===== src/rtl/spi_master_gen_pkg.sv =====
// rtl/spi_master_gen_pkg.sv - shared state encoding and sizing helpers for the SPI master
package spi_master_gen_pkg;

    typedef enum logic [1:0] {
        ST_IDLE  = 2'd0,
        ST_SETUP = 2'd1,
        ST_XFER  = 2'd2,
        ST_HOLD  = 2'd3
    } state_t;

    // Processor datapath width and data-memory depth set the default frame shape
    localparam int DATAPATH_W = 8;
    localparam int DMEM_SZ    = 16;

    // ceil(log2(n)) but never zero, so single-entry selects still get a 1-bit port
    function automatic int clog2_min1(input int n);
        return (n > 1) ? $clog2(n) : 1;
    endfunction

endpackage


===== src/rtl/spi_master_gen_clk.sv =====
// rtl/spi_master_gen_clk.sv - SCLK divider, half-period tick and edge strobes
module spi_master_gen_clk
    import spi_master_gen_pkg::*;
#(
    parameter int DIV_W = 8
) (
    input  logic             clk,
    input  logic             rst,
    input  logic             en,
    input  logic [DIV_W-1:0] div,
    input  logic             load,
    input  logic             load_level,
    input  logic             cpol,
    input  logic             toggle,
    output logic             tick,
    output logic             lead,
    output logic             trail,
    output logic             sclk
);

    logic [DIV_W-1:0] cnt;

    // Half-period counter; wraps at div so every phase restarts at zero
    always_ff @(posedge clk) begin
        if (rst || !en)
            cnt <= '0;
        else if (cnt == div)
            cnt <= '0;
        else
            cnt <= cnt + 1'b1;
    end

    assign tick  = en && (cnt == div);
    // A toggle away from the idle level is a leading edge, back to it a trailing edge
    assign lead  = toggle && (sclk == cpol);
    assign trail = toggle && (sclk != cpol);

    // SCLK level: idle level loaded when a transfer is accepted, flipped on toggles
    always_ff @(posedge clk) begin
        if (rst)
            sclk <= 1'b0;
        else if (load)
            sclk <= load_level;
        else if (toggle)
            sclk <= ~sclk;
    end

endmodule


===== src/rtl/spi_master_gen.sv =====
// rtl/spi_master_gen.sv - four-mode SPI master with divider, variable frame length and CS decode
module spi_master_gen
    import spi_master_gen_pkg::*;
#(
    parameter int  DATA_W  = DATAPATH_W,
    parameter int  ADDR_W  = $clog2(DMEM_SZ),
    parameter int  NUM_CS  = 2,
    parameter int  DIV_W   = 8,
    localparam int FRAME_W = DATA_W + ADDR_W,
    localparam int LEN_W   = $clog2(FRAME_W + 1),
    localparam int CS_W    = clog2_min1(NUM_CS)
) (
    input  logic               clk,
    input  logic               rst,
    input  logic               start_in,
    input  logic [CS_W-1:0]    cs_sel_in,
    input  logic               cpol_in,
    input  logic               cpha_in,
    input  logic [DIV_W-1:0]   div_in,
    input  logic [LEN_W-1:0]   len_in,
    input  logic [FRAME_W-1:0] tx_data_in,
    output logic               busy_out,
    output logic               done_out,
    output logic [FRAME_W-1:0] rx_data_out,
    output logic               sclk_out,
    output logic               mosi_out,
    input  logic               miso_in,
    output logic [NUM_CS-1:0]  cs_n_out
);

    localparam int CNT_W = LEN_W + 1;

    state_t             state, state_next;
    logic               tick, lead, trail, toggle, finish, accept, sample;
    logic               cpol_l, cpha_l;
    logic [DIV_W-1:0]   div_l;
    logic [LEN_W-1:0]   len_l, len_eff;
    logic [CNT_W-1:0]   edge_cnt, two_l;
    logic [FRAME_W-1:0] tx_sh, rx_sh, tx_aligned;
    logic [NUM_CS-1:0]  cs_dec;

    assign accept   = (state == ST_IDLE) && start_in;
    assign busy_out = (state != ST_IDLE);
    assign two_l    = {len_l, 1'b0};

    spi_master_gen_clk #(.DIV_W(DIV_W)) u_clk (
        .clk        (clk),
        .rst        (rst),
        .en         (busy_out),
        .div        (div_l),
        .load       (accept),
        .load_level (cpol_in),
        .cpol       (cpol_l),
        .toggle     (toggle),
        .tick       (tick),
        .lead       (lead),
        .trail      (trail),
        .sclk       (sclk_out)
    );

    // Effective length (0 or oversize means full frame), MSB-align the frame, decode CS
    always_comb begin
        len_eff = len_in;
        if (len_in == '0 || int'(len_in) > FRAME_W)
            len_eff = LEN_W'(FRAME_W);
        tx_aligned = tx_data_in << (FRAME_W - int'(len_eff));
        cs_dec = '1;
        for (int i = 0; i < NUM_CS; i++)
            if (int'(cs_sel_in) == i)
                cs_dec[i] = 1'b0;
    end

    // State register
    always_ff @(posedge clk) begin
        if (rst)
            state <= ST_IDLE;
        else
            state <= state_next;
    end

    // Next state plus the SCLK toggle request and end-of-transfer strobe
    always_comb begin
        state_next = state;
        toggle     = 1'b0;
        finish     = 1'b0;
        case (state)
            ST_IDLE:  if (start_in) state_next = ST_SETUP;
            ST_SETUP: if (tick) begin
                state_next = ST_XFER;
                toggle     = 1'b1;
            end
            ST_XFER:  if (tick) begin
                if (edge_cnt == two_l)
                    state_next = ST_HOLD;
                else
                    toggle = 1'b1;
            end
            ST_HOLD:  if (tick) begin
                state_next = ST_IDLE;
                finish     = 1'b1;
            end
            default:  state_next = ST_IDLE;
        endcase
    end

    // Transfer datapath: latch settings, shift MOSI on launch edges, capture MISO on sample edges
    always_ff @(posedge clk) begin
        if (rst) begin
            cpol_l      <= 1'b0;
            cpha_l      <= 1'b0;
            div_l       <= '0;
            len_l       <= '0;
            edge_cnt    <= '0;
            tx_sh       <= '0;
            rx_sh       <= '0;
            sample      <= 1'b0;
            mosi_out    <= 1'b0;
            cs_n_out    <= '1;
            done_out    <= 1'b0;
            rx_data_out <= '0;
        end else begin
            done_out <= finish;
            // Capture happens in the cycle right after the sampling edge appears on SCLK
            sample   <= cpha_l ? trail : lead;
            if (accept) begin
                cpol_l   <= cpol_in;
                cpha_l   <= cpha_in;
                div_l    <= div_in;
                len_l    <= len_eff;
                edge_cnt <= '0;
                rx_sh    <= '0;
                cs_n_out <= cs_dec;
                if (!cpha_in) begin
                    mosi_out <= tx_aligned[FRAME_W-1];
                    tx_sh    <= tx_aligned << 1;
                end else begin
                    tx_sh    <= tx_aligned;
                end
            end
            if (toggle)
                edge_cnt <= edge_cnt + 1'b1;
            // CPHA=0 launches on trailing edges except the final one; CPHA=1 on leading edges
            if (cpha_l ? lead : (trail && edge_cnt != two_l - 1'b1)) begin
                mosi_out <= tx_sh[FRAME_W-1];
                tx_sh    <= tx_sh << 1;
            end
            if (sample)
                rx_sh <= {rx_sh[FRAME_W-2:0], miso_in};
            if (finish) begin
                cs_n_out    <= '1;
                rx_data_out <= rx_sh;
            end
        end
    end

endmodule


===== config.mk =====
export PLATFORM = sky130hd
export DESIGN_NAME = spi_master_gen
export DESIGN_NICKNAME = d
export VERILOG_FILES = /design/src/rtl/spi_master_gen_pkg.sv /design/src/rtl/spi_master_gen_clk.sv /design/src/rtl/spi_master_gen.sv
export SDC_FILE = /design/constraint.sdc
export NUM_CORES = 1
export LEC_CHECK = 0
export BUFFER_PORTS_ARGS = -buffer_cell sky130_fd_sc_hd__clkbuf_2
export CORE_MARGIN = 4
export CORE_UTILIZATION = 45
export DETAILED_ROUTE_END_ITERATION = 8
export PLACE_DENSITY_LB_ADDON = 0.25
export REMOVE_ABC_BUFFERS = 1
export SYNTH_ARGS = -nofsm -noshare
export SYNTH_HDL_FRONTEND = slang
export SYNTH_SLANG_ARGS = --single-unit
export TNS_END_PERCENT = 20

===== constraint.sdc =====
create_clock -name clk -period 4.8 [get_ports clk]
set_input_delay 0.72 -clock clk [delete_from_list [all_inputs] [get_ports clk]]
set_output_delay 0.72 -clock clk [all_outputs]
set_load 0.02 [all_outputs]

## After elaboration in Yosys (flattened, before gate mapping)

Cells that the tools add are included.

| storage, ports and cells | value |
|---|---|
| register bits after elaboration | 71 |
| input port bits | 31 |
| word-level logic and storage cells | 84 |
| output and inout bits | 18 |

| cells by class | value |
|---|---|
| $lt $le $gt $ge | 1 |
| muxes and demuxes | 28 |
| reductions and logical operators | 19 |
| add/subtract/negate cells | 4 |
| bitwise logic cells | 1 |
| shift operators | 1 |
| equality and inequality tests | 14 |

Operators by type and width:

| kind | number |
|---|---|
| 12-bit two-way mux | 5 |
| 12-bit by 32-bit left shift with 12-bit output | 1 |
| 1-bit two-way mux | 13 |
| 2-bit two-way mux | 5 |
| 5-bit two-way mux | 2 |
| 2-bit inequality test, second input constant | 5 |
| 8-bit by 1-bit adder with 8-bit output, second input constant | 1 |
| 8-bit == test | 1 |
| 2-bit one-hot mux with 4 select lines | 1 |
| 2-bit nonzero test | 4 |
| 2-bit OR reduction | 3 |
| 5-bit by 1-bit adder with 5-bit output, second input constant | 1 |
| 5-bit == test | 1 |
| 1-bit logical AND | 5 |
| 5-bit inequality test | 1 |
| 5-bit AND reduction | 1 |
| 4-bit by 4-bit subtractor with 5-bit output, first input constant | 1 |
| 5-bit by 1-bit subtractor with 5-bit output, second input constant | 1 |
| 2-bit == test, second input constant | 2 |
| 4-bit > comparator, second input constant | 1 |
| 4-bit zero test | 1 |
| 4-bit two-way mux | 1 |
| 2-bit by 1-bit == test with 1-bit output, second input constant | 1 |
| 2-bit zero test | 1 |
| other kinds (8) | 9 |

## Longest topological paths before layout

Gate-level depths: netlist (run 1).

| logic depth | value |
|---|---|
| depth after elaboration | 9 |
| gate-level depth with buffers | 12 |
| mapped depth without buffers | 9 |

## By module

Synthesis (run 1) repeated with hierarchy kept, for this count alone.

| unflattened totals | value |
|---|---|
| cells, all modules | 490 |
| area, all modules | 3990.1 um^2 |

By module, submodules not included:

| module | cells each | seq. area each (um^2) | times used | area each (um^2) |
|---|---|---|---|---|
| spi_master_gen | 436 | 1241.2 | 1 | 3449.6 |
| spi_master_gen_clk | 54 | 180.2 | 1 | 540.5 |

## Worst setup path after synthesis (run 1)

OpenSTA, ideal clock, no wires.

| timing path | value |
|---|---|
| kind | in2reg |
| from | input len_in[0] |
| to | register tx_sh[9] |
| setup slack | 1.947 ns |
| required time | 4.667 ns |
| stages on the path | 11 |
| arrival time | 2.721 ns |
| setup time | 0.133 ns |
| path buffers | 3 |
| cells stage by stage | a21boi_2 > buf_6 > inv_4 > ha_1 > buf_2 > buf_2 > mux2i_1 > a21oi_1 > a222oi_1 > mux2_2 > o221ai_1 |

| on the way | value |
|---|---|
| longest elaborated chain between the ends | 8 |
| elaborated cells between the ends (all ways) | 9 |
| classes of those cells | add/sub: 1; order compare: 1; shift: 1; mux: 4; reduce/logical: 2 |

RTL lines:

| element | RTL line | RTL |
|---|---|---|
| start, declared | spi_master_gen.sv:20 | `input logic [LEN_W-1:0] len_in,` |
| 4-bit > comparator / 4-bit zero test (equally long branches) | spi_master_gen.sv:64 | `if (len_in == '0 \|\| int'(len_in) > FRAME_W)` |
| 1-bit logical OR | spi_master_gen.sv:64 |  |
| 4-bit two-way mux * | spi_master_gen.sv:64 |  |
| 4-bit by 4-bit subtractor with 5-bit output * | spi_master_gen.sv:66 | `tx_aligned = tx_data_in << (FRAME_W - int'(len_eff));` |
| 12-bit by 32-bit left shift with 12-bit output * | spi_master_gen.sv:66 |  |
| 12-bit two-way mux * | spi_master_gen.sv:133 | `if (!cpha_in) begin` |
| 12-bit two-way mux * | spi_master_gen.sv:125 | `if (accept) begin` |
| 12-bit two-way mux * | spi_master_gen.sv:143 | `if (cpha_l ? lead : (trail && edge_cnt != two_l - 1'b1)) begin` |
| end signal, assigned | spi_master_gen.sv:135 | `tx_sh <= tx_aligned << 1;` |
| end signal, assigned | spi_master_gen.sv:137 | `tx_sh <= tx_aligned;` |
| end signal, assigned | spi_master_gen.sv:145 | `tx_sh <= tx_sh << 1;` |
| end, declared | spi_master_gen.sv:39 | `logic [FRAME_W-1:0] tx_sh, rx_sh, tx_aligned;` |

Mark *: on every way between the ends. The rest lies on a longest branch, timed or not. The select of a mux whose other input is x is not followed.
A chain may end at the register's enable or synchronous reset.

## Worst setup path after layout (run 1)

| timing path | value |
|---|---|
| from | input len_in[3] |
| to | register tx_sh[10] |

Same word-level chain as after synthesis.

==> results of run 1 <==
==> cells by family (layout without fill, tap and decap cells) <==
family | count (synthesis) | count (layout) | share of synthesized area
buf+inv | 39 | 80 | 0.0445
xor+xnor | 26 | 26 | 0.0602
fa+ha+maj | 9 | 9 | 0.0288
flops | 71 | 71 | 0.364
simple gates | 200 | 200 | 0.246
compound gates | 86 | 86 | 0.140
mux | 42 | 42 | 0.117
==> flip-flops by register name, summed over array words and instances, names as in the netlist, 4 cells and up <==
register     flops
len_l            4
rx_data_out     12
div_l            8
tx_sh           12
u_clk.cnt        8
rx_sh           12
edge_cnt         5
==> metal layers <==
layer	vias to the layer above	global-route usage	wire (microns)
met5	-	0	0
met4	0	0.0481	104
met3	10	0.0420	376
met2	67	0.270	3950
met1	1566	0.226	3940
li1	1720	-	-
==> worst paths after layout <==
kind,start,end,slack (ns),depth (start not counted)
worst max-delay path,len_in[3],tx_sh[10]$_SDFFE_PP0P_,1.65,11
worst min-delay path,div_l[1]$_SDFFE_PP0P_,div_l[1]$_SDFFE_PP0P_,0.47,2
worst min register to register,div_l[1]$_SDFFE_PP0P_,div_l[1]$_SDFFE_PP0P_,0.47,2
worst max register to register,u_clk.cnt[2]$_SDFF_PP0_,tx_sh[8]$_SDFFE_PP0P_,2.55,6
==> Yosys cell counts, types with 3 or more instances <==
master	count
nand4_1	6
a21oi_1	42
o21ai_0	8
nand2_1	57
nor2_1	65
and2_1	8
nand3b_1	4
mux2_2	7
dfxtp_1	71
nand3_1	19
nor3_1	9
nand2b_1	8
nor2b_1	4
clkbuf_1	17
mux2i_1	33
inv_1	11
ha_1	9
a211oi_1	3
xnor2_1	15
o22ai_1	3
or3_1	3
nor3b_1	3
xor2_1	10
o32ai_1	3
buf_2	5
a221oi_1	3
a21o_1	3
o21a_1	3
==> power by group through the flow <==
stage	logic (W)	clock network, W	registers [W]
final	0.000553	0.000458	0.000679
after global routing	0.000622	0.000502	0.000685
after CTS	0.000553	0.000474	0.000679
after detailed placement	0.000550	0	0.000693
after global placement	0.000541	0	0.000691
after floorplan	0.000398	0	0.000692
==> stage by stage <==
step                hold slack [ns]  total power [W]  instances  setup WS [ns]
finish                        0.473          0.00169        619           1.65
global route                  0.486          0.00181        619           1.45
CTS                           0.475          0.00171        619           1.71
detailed placement            0.465          0.00124        603           1.33
global placement              0.456          0.00123        603           1.46
floorplan                     0.437          0.00109        446           1.62
==> layout by cell type (no fill, tap or decap), types with 9 or more instances in the layout <==
cell,n
nand3_1,19
xor2_1,10
xnor2_1,15
nor3_1,9
dfxtp_1,71
nor2_1,65
inv_1,11
a21oi_1,42
clkbuf_8,10
nand2_1,57
mux2i_1,33
clkbuf_2,48
ha_1,9
==> worst min-delay path: cells and delay by family (launching register included) <==
family | cells | cell delay (ns)
compound gates | 1 | 0.05
flops | 1 | 0.32
simple gates | 1 | 0.06
==> cell type report <==
| cell class | instances | share of cell area |
|---|---|---|
| Clock buffer | 12 | 0.0332 |
| Tap cell | 105 | 0.0300 |
| Sequential cell | 71 | 0.325 |
| Multi-Input combinational cell | 363 | 0.529 |
| Clock inverter | 4 | 0.0103 |
| Inverter | 12 | 0.0109 |
| Timing Repair Buffer | 52 | 0.0618 |
==> results.toml, run 1 <==
[run_status]
outcome = "finished clean"

[worst_setup_path]
cpPeakStageDelay_ns = 0.69
cp.required_ns = 4.99
crit_chain = "clkbuf_2 > a21boi_2 > buf_4 > inv_4 > ha_1 > mux2i_1 > mux2_2 > nor2b_1 > a221oi_1 > mux2_2 > o22ai_1"
cp_slowest_cell = "ha_1"
cp_top_family = "multiplexers"
crit_buf_inv = 3
start_kind = "input pin"
cp_max_fo = 16
arrival_ns = 3.34
worstSetupEndpointType = "flop"
crit_top_cell = "mux2_2"
critPathKind = "input pin to flop"

[power_and_ir_drop]
p_per_area_mw_per_mm2 = 386
clockPowerShare = 0.271
p_sw_frac = 0.350
ir_worst_vdd_mv = 0.178
power.share.sequential = 0.402
p_sw_w = 0.000592
p_comb_frac = 0.327
p_int_w = 0.00110
cellLeakagePower_nw = 1.87

[finish]
syn_to_final_growth_pct = 11.9
utilization = 0.525
multiInputGateArea_sq_mm = 0.00231
antennaDiodeCount = 0
drive_above_1_share = 0.165
regArea_sq_mm = 0.00142
design_area_sq_mm = 0.00438
fillers = 825
nets = 549

[placement]
dpl_cell_area_sq_mm = 0.00419
dp.final_hpwl_microns = 6010
place.gp.congestion = 0.794
io_buffer_count = 48

[cts]
cts_tree = "done"
clk_latency_ns = 0.33
htreeDepth = 3
cts_setup_buffers = 0
post_cts_resize_count = 0
clk_pin_slew_ns = 0.07
clkSinkCount = 71
cts_buffers = 9
root_buffer = "clkbuf_8"
clk_path_buf_depth = 2
cts_hold_buf = 0

[timing]
relSlewSlack = 0.515
tightest_slew_ns = 0.728
finClkSkew_ns = 0.00412
max_freq_mhz = 317
setup_viol = 0
slew_violations = 0
fin_tns_setup_ns = 0
period_needed_ns = 3.15
rsz0062_at_grt = "false"
period_share = 0.657
hold_violations = 0

[route]
drt_iter0_markers = 164
dr.pass1.iters = 4
drc = 0
postRouteAntennaNets = 0
num_vias = 3363
postRouteWirelength_microns = 8370
wl_per_cell_microns = 13.5
via_per_inst = 5.43

[synth]
yosys_warnings = 0
netlist_top_cells_area = "dfxtp_1, mux2i_1, nor2_1, nand2_1, a21oi_1"
synth_top_area_cell = "dfxtp_1"
ys_ff_latch = 71
syn_inst = 473
yosysTopAreaCellShare = 0.364
syn_area_sq_mm = 0.00391
synth.distinct_cells = 61
synth_edf_count = 0
synthFlopType = "dfxtp_1"
synth.avg_cell_area_sq_um = 8.27
async_flop_share = 0
ys_seq_area_frac = 0.364

[global_routing]
grt_pass1_wl_microns = 14300
gr-total-overflow = 0
antenna_found_initial = 0
track_usage = 0.169
grt_max_degree = 38
grt_pass1_vias = 3142

[die]
die_area_sq_mm = 0.0102
rows = 33
ioPinCount = 49
dieHeight_microns = 101
start_util = 0.469
fp.dieW_microns = 101
core_area_sq_mm = 0.00834

[flow_run]
drv_cap = 0

[hold_path]
hold_path_class = "flop to flop"
No activity file was read; power rests on OpenSTA's default activity.
==> run 2: changes to the inputs <==
Settings changed: ABC_AREA from default to 1.
Clock period 4.8 ns to 2.9 ns, I/O delays scaled along.
==> run 2 against run 1 <==
- die area decreased by 2.4%
- utilization decreased by 0.26 points
- area after synthesis decreased by 2.6%
- routed wire length decreased by 4.0%
- critical path depth decreased by 1
- clock skew increased by 0.0030 ns
- global-route usage decreased by 0.060 points
- highest routed layer unchanged
==> results.toml, run 2 <==
[timing]
holdWs_ns = 0.330
setup_viol = 0
period_needed_ns = 2.06
tightest_slew_ns = 0.625
relSlewSlack = 0.583
finClkSkew_ns = 0.00715
fin_tns_setup_ns = 0
period_share = 0.710
rsz0062_at_grt = "false"
max_freq_mhz = 486
slew_violations = 0
hold_violations = 0

[global_routing]
gr-total-overflow = 0
grt_pass1_wl_microns = 13900
grtUsageMet2 = 0.299
met3_usage = 0.0452
met1_usage = 0.198
grt_pass1_vias = 3320
grt-busiest-layer = "met2"
grt_max_degree = 32
antenna_found_initial = 0
track_usage = 0.168

[finish]
drive_above_1_share = 0.145
syn_to_final_growth_pct = 12.7
mostFrequentLayoutCell = "nand2_1"
nets = 649
utilization = 0.522
reg.largest.list = "rx_data_out: 12 flops, rx_sh: 12 flops, tx_sh: 12 flops"
antennaDiodeCount = 0
stdcell_count = 719
fillers = 833
layout_common_cells = "nand2_1, nand3_1, dfxtp_1"

[cts]
clk_path_buf_depth = 2
clk_pin_slew_ns = 0.07
htreeDepth = 3
clk_latency_ns = 0.33
post_cts_resize_count = 0
cts_tree = "done"
cts_buffers = 9
cts_setup_buffers = 0
clkSinkCount = 71
root_buffer = "clkbuf_8"
cts_hold_buf = 0

[synth]
syn_inst = 567
syn_area_sq_mm = 0.00381
netlist_top_cells_area = "dfxtp_1, nand2_1, nand3_1, a21oi_1, nor2_1"
synth_top_area_cell = "dfxtp_1"
async_flop_share = 0
synth_most_common_cell = "nand2_1"
synth_edf_count = 0
synth.distinct_cells = 38
yosys_warnings = 0
yosysTopAreaCellShare = 0.373
synthTopCellsByCount = "nand2_1, nand3_1, dfxtp_1, nor2_1, a21oi_1"
synthFlopType = "dfxtp_1"
ys_ff_latch = 71
synth.avg_cell_area_sq_um = 6.71
ys_seq_area_frac = 0.373

[die]
dieHeight_microns = 100
core_area_sq_mm = 0.00822
die_area_sq_mm = 0.0100
ioPinCount = 49
fp.dieW_microns = 100
start_util = 0.463
rows = 33

[flow_run]
drv_cap = 0

[worst_setup_path]
start_kind = "input pin"
critPathKind = "input pin to flop"
worstSetupEndpointType = "flop"
arrival_ns = 2.32
cp.required_ns = 3.16
cp_max_fo = 12
rr_worst_depth = 13

[placement]
placed_cells = 703
place.gp.congestion = 0.892
dp.final_hpwl_microns = 5940
io_buffer_count = 48

[power_and_ir_drop]
ir_worst_vdd_mv = 0.298
p_per_area_mw_per_mm2 = 647
cellLeakagePower_nw = 1.96
power.total_w = 0.00278

[route]
drt_iter0_markers = 108
drc = 0
postRouteWirelength_microns = 8030
via_per_inst = 5.10
dr.pass1.iters = 5
num_vias = 3670
wl_per_cell_microns = 11.2
postRouteAntennaNets = 0

[hold_path]
hold_path_class = "input pin to flop"
whs_path_depth = 3

[run_status]
outcome = "finished clean"
[run 2: critical path: stages]
cell,delay [ns]
clkbuf_2,0.10
nand2_1,0.11
nand2_1,0.09
ha_1,0.43
inv_1,0.32
nand4_1,0.15
or2_1,0.26
nor2_1,0.14
o211ai_1,0.11
a31oi_1,0.16
[run 2: kinds of logic after synthesis]
kind of cell             after synthesis  synth area share
flip-flops                            71             0.373
buffers and inverters                 71            0.0802
adder cells (fa/ha/maj)                9            0.0296
AO/OA/AOI/OAI                         78             0.110
XOR/XNOR                              14            0.0342
AND/OR/NAND/NOR                      324             0.373
[run 2: layout make-up]
cell class | count | area (sq um) | share of cell area
Clock buffer | 13 | 149 | 0.0347
Clock inverter | 3 | 42.5 | 0.00992
Inverter | 49 | 186 | 0.0435
Multi-Input combinational cell | 425 | 2080 | 0.485
Sequential cell | 71 | 1420 | 0.331
Tap cell | 105 | 131 | 0.0306
Timing Repair Buffer | 53 | 278 | 0.0648
[run 2: layer usage]
metal,share of wire,wire (microns)
met1,0.45,3640
met3,0.044,350
met4,0.011,92
met5,0,0
met2,0.49,3940
[run 2: metrics by stage]
stage | instance area [sq um] | worst slack (ns)
after floorplan | 3690 | 0.502
after global placement | 4100 | 0.585
after detailed placement | 4100 | 0.508
after CTS | 4290 | 0.884
after global routing | 4290 | 0.650
final | 4290 | 0.841
[run 2: path summary, 6_finish.rpt]
kind              slack (ns)                     endpoint                         from
setup reg to reg        0.99        tx_sh[6]$_SDFFE_PP0P_        len_l[0]$_SDFFE_PP0P_
setup / recovery        0.84        tx_sh[1]$_SDFFE_PP0P_                    len_in[3]
hold / removal          0.33     cs_n_out[0]$_SDFFE_PP1P_                    cs_sel_in
hold reg to reg         0.44  rx_data_out[1]$_SDFFE_PP0P_  rx_data_out[1]$_SDFFE_PP0P_
[run 2: power by group]
| part | internal [W] | switching, W |
|---|---|---|
| clock | 0.000421 | 0.000339 |
| sequential | 0.00108 | 0.0000756 |
| combinational | 0.000298 | 0.000563 |
==> run 3: changes to the inputs <==
Clock period 2.9 ns to 2.1 ns, I/O delays scaled along.
==> run 3 against run 2 <==
- register-to-register slack worse by 0.78 ns
- critical path type is now flop to flop
- worst setup slack worse by 0.63 ns
- combinational power up 44%
- sequential share of layout area down 0.55 points
- die area unchanged
- flip-flop and latch count unchanged
- cell count up 1.5%
- global-route usage up 1.5 points
==> results.toml, run 3 (synthesis results as in run 2) <==
[timing]
finClkSkew_ns = 0.00783
period_share = 0.900
tightest_slew_ns = 0.430
hold_violations = 0
relSlewSlack = 0.713
rsz0062_at_grt = "false"
max_freq_mhz = 529
period_needed_ns = 1.89
slew_violations = 0
holdWs_ns = 0.220
setup_viol = 0

[power_and_ir_drop]
ir_worst_vdd_mv = 0.403
p_per_area_mw_per_mm2 = 859
cellLeakagePower_nw = 2.01
power.total_w = 0.00375

[finish]
layout_common_cells = "nand2_1, nand3_1, dfxtp_1"
drive_above_1_share = 0.163
reg.largest.list = "rx_data_out: 12 flops, rx_sh: 12 flops, tx_sh: 12 flops"
syn_to_final_growth_pct = 14.6
fillers = 869
mostFrequentLayoutCell = "nand2_1"
antennaDiodeCount = 0
nets = 660

[worst_setup_path]
cp_top_family = "simple AND/OR/NAND/NOR gates"
cpPeakStageDelay_ns = 0.36
arrival_ns = 2.11
cp.required_ns = 2.32
crit_buf_inv = 3
crit_chain = "inv_1 > ha_1 > inv_1 > nand3_1 > nor2_1 > nand4_2 > nand3_4 > inv_2 > nand2_1 > nand2_1 > nor2_1 > nor2_1"
critPathKind = "flop to flop"
cp_slowest_cell = "dfxtp_1"
start_kind = "flop"
worstSetupEndpointType = "flop"
crit_top_cell = "nor2_1"
cp_max_fo = 7

[route]
drc = 0
drt_iter0_markers = 127
wl_per_cell_microns = 11.4
num_vias = 3704
postRouteAntennaNets = 0
postRouteWirelength_microns = 8350
via_per_inst = 5.07
dr.pass1.iters = 4

[global_routing]
antenna_found_initial = 0
grt_pass1_wl_microns = 15200
grt_pass1_vias = 3493
gr-total-overflow = 0
track_usage = 0.183
grt_max_degree = 32

[die]
dieHeight_microns = 100
ioPinCount = 49
start_util = 0.463
rows = 33
fp.dieW_microns = 100
die_area_sq_mm = 0.0100
core_area_sq_mm = 0.00822

[cts]
cts_buffers = 9
clkSinkCount = 71
root_buffer = "clkbuf_8"
clk_pin_slew_ns = 0.07
clk_path_buf_depth = 2
clk_latency_ns = 0.34
cts_tree = "done"
htreeDepth = 3
cts_hold_buf = 0

[flow_run]
drv_cap = 0

[hold_path]
hold_path_class = "input pin to flop"

[placement]
place.gp.congestion = 0.896
io_buffer_count = 48
dp.final_hpwl_microns = 6280

[run_status]
outcome = "finished clean"
==> run 3: changes by cell type in the layout (fill, tap and decap cells not counted), sizes merged <==
cell    previous run  this run
bufinv             1         0
clkbuf            61        60
buf                5        16
clkinv             3         5
==> run 3: timing repair <==
| action | CTS | global route |
|---|---|---|
| setup buffers | 0 | 2 |
| resized for setup | 0 | 3 |
| endpoints found under the setup margin | 0 | 3 |
==> run 3: cell type report <==
class	instances	area, sq um	share of cell area
multi-input combinational	425	2090	0.480
sequential	71	1420	0.326
timing repair buffer	64	373	0.0855
inverter	49	186	0.0427
clock buffer	12	135	0.0310
tap	105	131	0.0301
clock inverter	4	22.5	0.00516
==> run 3: worst paths after layout <==
| kind | startpoint | slack [ns] | end | cells past startpoint |
|---|---|---|---|---|
| max reg2reg | state[0]$_SDFFE_PP0P_ | 0.21 | tx_sh[6]$_SDFFE_PP0P_ | 12 |
| min reg2reg | rx_data_out[2]$_SDFFE_PP0P_ | 0.45 | rx_data_out[2]$_SDFFE_PP0P_ | 2 |
| max | state[0]$_SDFFE_PP0P_ | 0.21 | tx_sh[6]$_SDFFE_PP0P_ | 12 |
| min | cs_sel_in | 0.22 | cs_n_out[0]$_SDFFE_PP1P_ | 3 |
==> run 3: metal layers <==
metal	GRT usage	wire (microns)
met5	0	0
met4	0.0394	60
met3	0.0556	392
met2	0.301	3980
met1	0.238	3910
==> run 3: through the flow <==
step                std cells  utilization  setup TNS [ns]  instance area, sq um  setup slack [ns]
CTS                       728        0.528               0                  4340             0.164
global route              730        0.531               0                  4360          0.000366
finish                    730        0.531               0                  4360             0.210
detailed placement        712        0.508          -0.100                  4180           -0.0731
global placement          712        0.508               0                  4180           0.00109
floorplan                 545            -           -3.72                  3690            -0.298
==> run 3: worst reg2reg max path, stage by stage, from the launching register on <==
cell     delay, ns
dfxtp_1       0.36
inv_1         0.10
ha_1          0.24
inv_1         0.13
nand3_1       0.12
nor2_1        0.13
nand4_2       0.19
nand3_4       0.18
inv_2         0.09
nand2_1       0.06
nand2_1       0.04
nor2_1        0.08
nor2_1        0.04
==> run 3: report_power, final <==
part	internal, W	total, W	switching [W]
Sequential	0.00149	0.00159	0.000102
Combinational	0.000447	0.00124	0.000798
Clock	0.000424	0.000911	0.000487
